### src/rtl/dispatch_pkg.sv
// Shared types for the dispatch stage: opcode classes, FSM states, instruction record.
// Latency: n/a (types and a pure decode function only).
// Backpressure: n/a.
// Contents: OP_NOP bubble opcode, op_cls_e, state_e, instr_t, INSTR_IDLE, op_class().
package dispatch_pkg;

   localparam logic [4:0] OP_NOP = 5'b11111;

   typedef enum logic [1:0] {CLS_ALU, CLS_LSU, CLS_NONE} op_cls_e;

   typedef enum logic [1:0] {RUN, STALL, FLUSH} state_e;

   typedef struct packed {
      logic [4:0]  op;
      logic [4:0]  rs1;
      logic [4:0]  rs2;
      logic [4:0]  rd;
      logic [31:0] imm;
      logic        has_imm;
   } instr_t;

   localparam instr_t INSTR_IDLE = '{op: OP_NOP, rs1: 5'd0, rs2: 5'd0, rd: 5'd0,
                                     imm: 32'd0, has_imm: 1'b0};

   // 0-11 ALU, 12-19 load/store, 20-30 branch/system (executed by the ALU), 31 bubble.
   function automatic op_cls_e op_class(input logic [4:0] op);
      if (op <= 5'd11)      return CLS_ALU;
      else if (op <= 5'd19) return CLS_LSU;
      else if (op <= 5'd30) return CLS_ALU;
      return CLS_NONE;
   endfunction

endpackage

### src/rtl/credit_counter.sv
// Credit counter for one downstream resource; resets/clears to DEPTH credits.
// Latency: count updates on the clock edge after inc/dec/clr.
// Backpressure: none; zero flags an exhausted resource, err latches an over-release.
// Ports: clk, rst_n (sync, active-low), inc (+1), dec (-1), clr (back to DEPTH),
//        cnt (current credits), zero (cnt == 0), err (sticky over-release).
module credit_counter #(
   parameter int DEPTH = 8,
   parameter int CW    = $clog2(DEPTH + 1)
) (
   input  logic          clk,
   input  logic          rst_n,
   input  logic          inc,
   input  logic          dec,
   input  logic          clr,
   output logic [CW-1:0] cnt,
   output logic          zero,
   output logic          err
);

   localparam logic [CW-1:0] MAX = CW'(DEPTH);

   logic [CW-1:0] cnt_q, cnt_d;
   logic          err_q, err_d;

   // clr discards a same-cycle inc, so a release racing a flush never flags err.
   // inc and dec together cancel, even at MAX.
   always_comb begin
      cnt_d = cnt_q;
      err_d = err_q;
      if (clr) begin
         cnt_d = MAX;
      end else if (inc && !dec) begin
         if (cnt_q == MAX) err_d = 1'b1;
         else              cnt_d = cnt_q + CW'(1);
      end else if (dec && !inc) begin
         cnt_d = cnt_q - CW'(1);
      end
   end

   always_ff @(posedge clk) begin
      if (!rst_n) begin
         cnt_q <= MAX;
         err_q <= 1'b0;
      end else begin
         cnt_q <= cnt_d;
         err_q <= err_d;
      end
   end

   assign cnt  = cnt_q;
   assign zero = (cnt_q == '0);
   assign err  = err_q;

endmodule

### src/rtl/dispatch_scheduler.sv
// Pops decoded instructions from the IQ head and dispatches them to the ALU RS or LSB with a ROB tag.
// Latency: an instruction accepted at edge N dispatches (dsp_valid) at edge N+1 at the earliest.
// Backpressure: iq_ready drops when the hold slot cannot drain (missing ROB/RS/LSB credit), on pause and around flush.
// Ports: clk, rst_n, pause, flush; iq_* instruction in with iq_ready; rob_commit/rs_release/lsb_release credit returns;
//        dsp_* registered dispatch out; rob_full, rs_full, credit_err status.
module dispatch_scheduler
   import dispatch_pkg::*;
#(
   parameter int  ROB_DEPTH = 16,
   parameter int  RS_DEPTH  = 8,
   parameter int  LSB_DEPTH = 8,
   localparam int TW        = $clog2(ROB_DEPTH)
) (
   input  logic          clk,
   input  logic          rst_n,
   input  logic          pause,
   input  logic          flush,
   input  logic          iq_valid,
   input  logic [4:0]    iq_op,
   input  logic [4:0]    iq_rs1,
   input  logic [4:0]    iq_rs2,
   input  logic [4:0]    iq_rd,
   input  logic [31:0]   iq_imm,
   input  logic          iq_has_imm,
   output logic          iq_ready,
   input  logic          rob_commit,
   input  logic          rs_release,
   input  logic          lsb_release,
   output logic          dsp_valid,
   output logic          dsp_target,
   output logic [4:0]    dsp_op,
   output logic [4:0]    dsp_rs1,
   output logic [4:0]    dsp_rs2,
   output logic [4:0]    dsp_rd,
   output logic [31:0]   dsp_imm,
   output logic          dsp_has_imm,
   output logic [TW-1:0] dsp_rob_tag,
   output logic          rob_full,
   output logic          rs_full,
   output logic          credit_err
);

   localparam int ROB_CW = $clog2(ROB_DEPTH + 1);
   localparam int RS_CW  = $clog2(RS_DEPTH + 1);
   localparam int LSB_CW = $clog2(LSB_DEPTH + 1);

   state_e        state_q, state_d;
   instr_t        hold_q, hold_d;
   logic          hold_v_q, hold_v_d;
   logic [TW-1:0] tag_q, tag_d;
   instr_t        dsp_q, dsp_d;
   logic          dsp_valid_q, dsp_valid_d;
   logic          dsp_target_q, dsp_target_d;
   logic [TW-1:0] dsp_tag_q, dsp_tag_d;

   logic [ROB_CW-1:0] rob_cnt;
   logic [RS_CW-1:0]  rs_cnt;
   logic [LSB_CW-1:0] lsb_cnt;
   logic              rob_zero, rs_zero, lsb_zero;
   logic              rob_err, rs_err, lsb_err;

   instr_t  iq_instr;
   op_cls_e hold_cls;
   logic    can_issue, issue, accept;

   assign iq_instr = '{op: iq_op, rs1: iq_rs1, rs2: iq_rs2, rd: iq_rd,
                       imm: iq_imm, has_imm: iq_has_imm};

   assign hold_cls  = op_class(hold_q.op);
   assign can_issue = hold_v_q && (rob_cnt != '0) &&
                      ((hold_cls == CLS_ALU) ? (rs_cnt != '0)
                                             : ((hold_cls == CLS_LSU) && (lsb_cnt != '0)));
   // Issue is also allowed from STALL: the edge that leaves STALL is the dispatch edge.
   assign issue    = can_issue && !pause && !flush && (state_q != FLUSH);
   assign iq_ready = !pause && (state_q == RUN) && !flush && (!hold_v_q || issue);
   assign accept   = iq_ready && iq_valid && (iq_op != OP_NOP);

   always_comb begin
      state_d      = state_q;
      hold_d       = hold_q;
      hold_v_d     = hold_v_q;
      tag_d        = tag_q;
      dsp_d        = dsp_q;
      dsp_valid_d  = dsp_valid_q;
      dsp_target_d = dsp_target_q;
      dsp_tag_d    = dsp_tag_q;
      if (flush) begin
         state_d     = FLUSH;
         hold_v_d    = 1'b0;
         tag_d       = '0;
         dsp_valid_d = 1'b0;
         dsp_d.op    = OP_NOP;
      end else if (!pause) begin
         unique case (state_q)
            RUN:     if (hold_v_q && !can_issue) state_d = STALL;
            STALL:   if (can_issue)              state_d = RUN;
            FLUSH:   state_d = RUN;
            default: state_d = RUN;
         endcase
         if (accept) begin
            hold_d   = iq_instr;
            hold_v_d = 1'b1;
         end else if (issue) begin
            hold_v_d = 1'b0;
         end
         if (issue) begin
            dsp_valid_d  = 1'b1;
            dsp_d        = hold_q;
            dsp_target_d = (hold_cls == CLS_LSU);
            dsp_tag_d    = tag_q;
            tag_d        = (tag_q == TW'(ROB_DEPTH - 1)) ? '0 : tag_q + TW'(1);
         end else begin
            dsp_valid_d = 1'b0;
            dsp_d.op    = OP_NOP;
         end
      end
   end

   always_ff @(posedge clk) begin
      if (!rst_n) begin
         state_q      <= RUN;
         hold_q       <= INSTR_IDLE;
         hold_v_q     <= 1'b0;
         tag_q        <= '0;
         dsp_q        <= INSTR_IDLE;
         dsp_valid_q  <= 1'b0;
         dsp_target_q <= 1'b0;
         dsp_tag_q    <= '0;
      end else begin
         state_q      <= state_d;
         hold_q       <= hold_d;
         hold_v_q     <= hold_v_d;
         tag_q        <= tag_d;
         dsp_q        <= dsp_d;
         dsp_valid_q  <= dsp_valid_d;
         dsp_target_q <= dsp_target_d;
         dsp_tag_q    <= dsp_tag_d;
      end
   end

   credit_counter #(.DEPTH(ROB_DEPTH)) u_rob_cr (
      .clk(clk), .rst_n(rst_n), .inc(rob_commit), .dec(issue), .clr(flush),
      .cnt(rob_cnt), .zero(rob_zero), .err(rob_err));

   credit_counter #(.DEPTH(RS_DEPTH)) u_rs_cr (
      .clk(clk), .rst_n(rst_n), .inc(rs_release), .dec(issue && (hold_cls == CLS_ALU)),
      .clr(flush), .cnt(rs_cnt), .zero(rs_zero), .err(rs_err));

   credit_counter #(.DEPTH(LSB_DEPTH)) u_lsb_cr (
      .clk(clk), .rst_n(rst_n), .inc(lsb_release), .dec(issue && (hold_cls == CLS_LSU)),
      .clr(flush), .cnt(lsb_cnt), .zero(lsb_zero), .err(lsb_err));

   assign dsp_valid   = dsp_valid_q;
   assign dsp_target  = dsp_target_q;
   assign dsp_op      = dsp_q.op;
   assign dsp_rs1     = dsp_q.rs1;
   assign dsp_rs2     = dsp_q.rs2;
   assign dsp_rd      = dsp_q.rd;
   assign dsp_imm     = dsp_q.imm;
   assign dsp_has_imm = dsp_q.has_imm;
   assign dsp_rob_tag = dsp_tag_q;
   assign rob_full    = rob_zero;
   assign rs_full     = rs_zero || lsb_zero;
   assign credit_err  = rob_err || rs_err || lsb_err;

endmodule

### config.mk
export PLATFORM = sky130hd
export DESIGN_NAME = dispatch_scheduler
export DESIGN_NICKNAME = d
export VERILOG_FILES = /design/src/rtl/dispatch_pkg.sv /design/src/rtl/credit_counter.sv /design/src/rtl/dispatch_scheduler.sv
export SDC_FILE = /design/constraint.sdc
export NUM_CORES = 1
export LEC_CHECK = 0
export CAP_MARGIN = 20
export CORE_MARGIN = 2
export CORE_UTILIZATION = 53
export CTS_BUF_LIST = sky130_fd_sc_hd__clkbuf_2 sky130_fd_sc_hd__clkbuf_4 sky130_fd_sc_hd__clkbuf_8
export DETAILED_ROUTE_END_ITERATION = 10
export PLACE_DENSITY = 0.86
export SKIP_LAST_GASP = 1
export SYNTH_ARGS = -nofsm -noshare
export SYNTH_HDL_FRONTEND = slang
export SYNTH_SLANG_ARGS = --single-unit
### constraint.sdc
create_clock -name clk -period 3.7 [get_ports clk]
set_input_delay 0.74 -clock clk [delete_from_list [all_inputs] [get_ports clk]]
set_output_delay 0.74 -clock clk [all_outputs]
set_load 0.005 [all_outputs]
After elaboration in Yosys (flattened, before gate mapping)
Cells that the tools add are included.

cells by class
  $add $sub $neg = 7
  $lt $le $gt $ge = 3
  equal/unequal tests = 16
  multiplexer cells = 27
  bitwise operators = 3
  reduce and logical (&&, ||, !) cells = 59

operator list
  cell                                                                    number
  4-bit 2-to-1 mux                                                        7
  3-bit AND reduction                                                     7
  1-bit logical AND                                                       20
  5-bit 2-to-1 mux                                                        4
  2-bit 2-to-1 mux                                                        8
  4-bit by 1-bit adder with 4-bit output (second input constant)          3
  4-bit == test (second input constant)                                   3
  5-bit <= comparator (second input constant)                             2
  1-bit zero test                                                         10
  2-bit inequality test (second input constant)                           5
  2-bit AND reduction                                                     5
  4-bit zero test                                                         2
  2-bit nonzero test                                                      4
  4-bit nonzero test                                                      2
  4-bit by 1-bit subtractor with 4-bit output (second input constant)     2
  1-bit 2-to-1 mux                                                        7
  5-bit by 1-bit adder with 5-bit output (second input constant)          1
  5-bit == test (second input constant)                                   1
  5-bit by 4-bit <= comparator with 1-bit output (second input constant)  1
  5-bit zero test                                                         1
  5-bit inequality test (second input constant)                           1
  5-bit nonzero test                                                      1
  5-bit by 1-bit subtractor with 5-bit output (second input constant)     1
  2-bit by 1-bit == test with 1-bit output (second input constant)        2
  other kinds (8)                                                         15

storage, ports and cells
  bits in registers = 135
  bits of input ports = 61
  output and inout port bits = 63
  logic and storage cells = 140

Logic depth before layout (Yosys ltp)
Gate-level depths: netlist of run 1.

  depth in word-level cells = 18
  depth in mapped cells = 12
  mapped depth without buffers = 10

Hierarchy
A second synthesis of run 1 with hierarchy kept.

second synthesis, totals
  cells, all modules = 679
  area total of the unflattened synthesis = 5814.3 µm²

modules (own cells, without submodules)
  module                         times used  cells an instance  area an instance (µm²)  sequential area each (µm²)
  dispatch_scheduler             1           561                4719.5                  2382.3
  credit_counter (u_lsb_cr ...)  2           34                 324.1                   100.1
  credit_counter (u_rob_cr)      1           50                 446.7                   120.1

Least setup slack after synthesis of run 1
Ideal clock, no wire load.

  path kind = register to register
  start point = reg u_rob_cr.cnt_q[0] (netlist: u_rob_cr.cnt[0])
  end point = reg u_rob_cr.cnt_q[4] (netlist: u_rob_cr.cnt[4])
  setup time = 0.072 ns
  arrival = 2.998 ns
  required time = 3.628 ns
  setup slack = 0.630 ns
  stages on the path, launching flop included = 13
  buffers on the path = 2
  period minus slack after synthesis = 3.070 ns
  cell sequence = dfxtp_1 -> or4_1 -> o2111ai_2 -> a21o_1 -> buf_2 -> buf_2 -> nand2_1 -> fa_1 -> a21o_1 -> a21o_1 -> and3_1 -> mux2i_1 -> mux2i_1

on the way
  word-level cells in the longest chain between the ends = 10
  elaborated cells between the ends (all ways) = 18
  classes of those cells = add/sub (2); eq/ne (2); mux (3); reduce/logical (11)

RTL lines
  what                                                                          line                      text
  from (decl)                                                                   credit_counter.sv:22      logic [CW-1:0] cnt_q, cnt_d;
  from (signal assigned)                                                        credit_counter.sv:45      cnt_q <= cnt_d;
  5-bit nonzero test                                                            dispatch_scheduler.sv:70  assign can_issue = hold_v_q && (rob_cnt != '0) &&
  1-bit logical AND (2 in series)                                               dispatch_scheduler.sv:70
  1-bit logical AND (3 in series)                                               dispatch_scheduler.sv:74  assign issue = can_issue && !pause && !flush && (state_q != FLUSH);
  1-bit zero test                                                               credit_counter.sv:32      end else if (inc && !dec) begin
  1-bit logical AND                                                             credit_counter.sv:32
  2-bit inequality test (no line) / 2-bit nonzero test (equally long branches)  n/a
  2-bit AND reduction (no line)                                                 n/a

Parallel ways exist; a longest one is shown, timed or not. The select of a mux whose other input is x is not followed.
A chain may end at the register's enable or synchronous reset.

Worst setup path after layout of run 1
  start point = reg u_rs_cr.cnt_q[0] (netlist: u_rs_cr.cnt[0])
  end point = out iq_ready

on the way
  word-level cells in the longest chain between the ends = 8

RTL lines
  what                             line                      text
  from (decl)                      credit_counter.sv:22
  from (signal assigned)           credit_counter.sv:45
  4-bit nonzero test               dispatch_scheduler.sv:71  ((hold_cls == CLS_ALU) ? (rs_cnt != '0)
  1-bit 2-to-1 mux                 dispatch_scheduler.sv:71
  1-bit logical AND                dispatch_scheduler.sv:70
  1-bit logical AND (3 in series)  dispatch_scheduler.sv:74
  1-bit logical OR                 dispatch_scheduler.sv:75  assign iq_ready = !pause && (state_q == RUN) && !flush && (!hold_v_q || issue);
  1-bit logical AND                dispatch_scheduler.sv:75
  to (decl)                        dispatch_scheduler.sv:25  output logic iq_ready,

No other way between the ends.

==> reports/results.env, run 1 <==
FINISH.NET_COUNT=837
POSTCTSRESIZEDCELLS=0
LAYOUT-AREA-OVERHEAD-VS-SYNTH_PCT=29.2
ROUTED-VIA-COUNT=5203
YS_ASYNC_SR_FRACTION=0
WORSTMARGINPINSLEW_NS=0.751
SYNTH_TOP_CELL_AREA_SHARE=0.471
SYNTH_COMMONEST_CELLS='137 x nand2_1, 135 x dfxtp_1, 114 x a21oi_1'
CRIT_TYPE='flip-flop to output pin'
TIMING.REG2REG.SETUP_SLACK_NS=0.66
FF2FF_PATH_DEPTH=10
YOSYSTOPAREACELL='dfxtp_1'
ROUTE.DETAILED.DRC=0
SETUP.WORST_PATH.START='u_rs_cr.cnt[0]'
CTS.REPORTEDPATHS.CLKPINSLEW_NS=0.08
WORSTSKEWPAIRLATENCY_NS=0.44
AREAL_POWER_DENSITY_OVER_THE_CELLS_mW_PER_MM2=399
FINISH.UTILIZATION=0.694
DRT_ITER0_DRC=316
CLK_ROOT_BUF='clkbuf_8'
ENDPOINT_KIND='output pin'
CTS.HOLD.BUFFERS_ADDED=0
FINAL.MIN_CLOCK_PERIOD_NS=3.37
CRIT_REG_REG_ENDPOINT='u_rob_cr.cnt[4]'
COUNT_OF_STATE_ELEMENTS_AFTER_SYNTHESIS=135
HOLD_PATH_DEPTH=2
IO_PINS=124
MAXSLEWVIOLCOUNT=0
TIMING.FINAL.SETUP_VIOLATIONS=0
FMAX_GHz=0.296
SYNTH_TOP_FAMILY_BY_AREA='compound AO/OA/AOI/OAI gates'
SYNTH_XOR_XNOR_AREA_SHARE=0.0107
DRT_PASS1_ITERATIONS=5
CP.REQUIRED_NS=2.96
DETAILEDPLACEMENTHPWL_MM=9.40
FIN_CRIT_SH=0.912
WORST_EP_ARRIVAL_TIME_NS=2.63
CTSLONGESTPATHBUFFERS=2
MAX_SLEW_MARGIN=0.499
SYNTH.NET_COUNT=737
CTS_MAX_LEVEL=4
SYNTH_SEQ_AREA_SHARE=0.471
SYNTH_CELL_TYPE_COUNT=52
POSTCTSSETUPBUFFERS=0
IR_WORST_VDD_V=0.000249
GPL.FINAL_WEIGHTED_CONGESTION=0.914
GLOBAL_ROUTE_USAGE_OVER_ALL_LAYERS=0.250
OUTCOME='finished, final reports clean'
DIE_H_UM=108
FIRST_GLOBAL_VIAS=5085
YOSYS_WARNINGS=0
GRT_FIRST_PASS_WIRELENGTH_MM=23.2
DRV_CAP=0
LAYOUT-DRIVE-GT1-SHARE=0.0990
GRT.OVERFLOW.TOTAL=0
COREAREA_MM2=0.0107
YOSYS_MOST_USED_DFF='dfxtp_1'
NUMCLOCKSINKS=135
MAXIMUM_NUMBER_OF_PINS_ON_ONE_NET_BEFORE_GLOBAL_ROUTE_REPAIR=74
FLOORPLAN.DIE.WIDTH_UM=108
ANTENNA_VIOLATIONS_BEFORE_REPAIR=0
WORSTHOLDENDPOINT='dsp_imm[5]'
RR_STARTPOINT='u_rs_cr.cnt[0]'
FIN_SKEW_NS=0.0116
PLACEMENT_ROWS=38
DESIGN.DIE.AREA_MM2=0.0117
SYNTH_SIMPLE_GATE_AREA_FRAC=0.185
CRITICAL_PATH.STARTPOINT_TYPE='flip-flop'
ROUTEDWLPERCELL_UM=15.4
HP-CLASS='flip-flop to flip-flop'
DRT_WL_TOTAL_MM=14.1
SYNTH.AREA.MUX_SHARE=0.0144
SYNTH_EDF_COUNT=0
DRTANTENNAVIOLNETS=0
HOLD-WORST-SLACK_NS=0.454
VIAS_PER_CELL=5.67
FINAL-HOLD-VIOLATION-COUNT=0
HOLD_START='hold_q[6]'
SYNTH-COMPOUND-AREA-SHARE=0.247
SYNTHMOSTINSTANTIATEDCELL='nand2_1'
POSTSYNTHAREAPERCELL_UM2=8.64
FINAL.SETUP.TNS_NS=0
INSTANCE_COUNT_OF_THE_MAPPED_NETLIST=665
GRT_SETUP_UNREPAIRED='false'
TOTAL_CTS_BUFFERS=17
NUMPORTBUFFERS=123
ANTENNA_CELLS_INSERTED=0
CRITICAL_PATH_PEAK_FANOUT=7
SYNTH_ADDER_AREA_SHARE=0.0279
CELLLEAKAGEPOWER_nW=2.66
CELLS_TAKING_THE_MOST_AREA_AFTER_SYNTHESIS='dfxtp_1 47%, a21oi_1 9.9%, nand2_1 9.0%'
TRITONCTS='yes'
SYN-CELL-AREA_MM2=0.00574
FLOORPLAN.INITIALDENSITY=0.537
-- worst max-delay path, stage by stage, from the launching register on --
cell	delay, ns
dfxtp_1	0.38
or4_1	0.57
o211ai_1	0.34
a21oi_1	0.21
nor2b_1	0.17
nor2_1	0.08
clkdlybuf4s50_1	0.45
-- where the power goes --
group,internal [mW],switching (mW)
Combinational,0.127,0.118
Sequential,1.48,0.0202
Clock,0.621,0.593
Total,2.23,0.731
-- flip-flops by register name, indices dropped and copies added (netlist names) --
register / count
u_rs_cr.err: 1
hold_v_q: 1
dsp_valid: 1
state_q: 2
u_rs_cr.cnt: 4
dsp_rs1: 5
u_lsb_cr.err: 1
dsp_rs2: 5
u_rob_cr.err: 1
tag_q: 4
hold_q: 53
u_lsb_cr.cnt: 4
dsp_imm: 32
dsp_rob_tag: 4
dsp_rd: 5
dsp_has_imm: 1
dsp_target: 1
u_rob_cr.cnt: 5
dsp_op: 5
-- routing by layer --
metal,track usage,part of all wire,routed length (µm)
met5,0,0,0
met4,0.0733,0.0098,138
met3,0.0940,0.078,1110
met2,0.419,0.50,7040
met1,0.299,0.41,5830
-- kinds of logic after synthesis --
kind of cell | count (synthesis)
AOI/OAI and AO/OA | 209
xor gates and xnor gates | 7
adders and majority gates | 11
buffers and inverters | 57
DFF | 135
muxes | 8
and+or+nand+nor | 238
-- placed cells by master (no fill, tap or decap), types with 4 or more instances in the layout --
cell               n
mux2i_1            6
o22ai_1            8
nand2b_1           4
a21bo_1           30
nand2_1          137
nand3_1           52
nor2_1            17
a21oi_1          113
xnor2_1            5
and3_1             6
clkdlybuf4s50_1  123
a21o_1             7
o32ai_1            4
dfxtp_1          135
clkbuf_8          18
buf_4             10
ha_1               8
a21bo_2           18
clkinv_2           4
clkinvlp_4         4
a31oi_1            4
a211o_1            6
-- worst max-delay path by stage --
stage / end / slack (ns)
after floorplan: u_rob_cr.cnt[4] / 0.63
after global placement: u_rs_cr.cnt[3] / 0.34
after detailed placement: u_rs_cr.cnt[3] / 0.20
after CTS: iq_ready / 0.34
after global routing: iq_ready / 0.18
final: iq_ready / 0.33
-- final cells by class --
type,count,area [µm²]
flip-flops and latches,135,2700
multi-input cells,473,2800
inverters,4,16.3
repair buffers,134,1330
clock buffers,18,248
fillers,847,3280
well taps,140,175
clock inverters,14,151
-- metrics by stage --
step	power (mW)	area (µm²)	cells	setup slack, ns
global placement	1.77	7020	886	0.344
finish	2.96	7420	918	0.327
CTS	2.99	7420	918	0.336
global route	3.09	7420	918	0.181
detailed placement	1.78	7020	886	0.195
floorplan	1.67	5740	665	0.630
No activity file was read; power rests on OpenSTA's default activity.
==> inputs of run 2 (changes only) <==
--- a/config.mk
+++ b/config.mk
@@ -5,10 +5,11 @@
 export SDC_FILE = /design/constraint.sdc
 export NUM_CORES = 1
 export LEC_CHECK = 0
-export CAP_MARGIN = 20
+export CAP_MARGIN = 30
 export CORE_MARGIN = 2
 export CORE_UTILIZATION = 53
 export CTS_BUF_LIST = sky130_fd_sc_hd__clkbuf_2 sky130_fd_sc_hd__clkbuf_4 sky130_fd_sc_hd__clkbuf_8
+export CTS_CLUSTER_DIAMETER = 30
 export DETAILED_ROUTE_END_ITERATION = 10
 export PLACE_DENSITY = 0.86
 export SKIP_LAST_GASP = 1
==> results of run 2 <==
Final layout, timing and power as in run 1 (identical DEF).
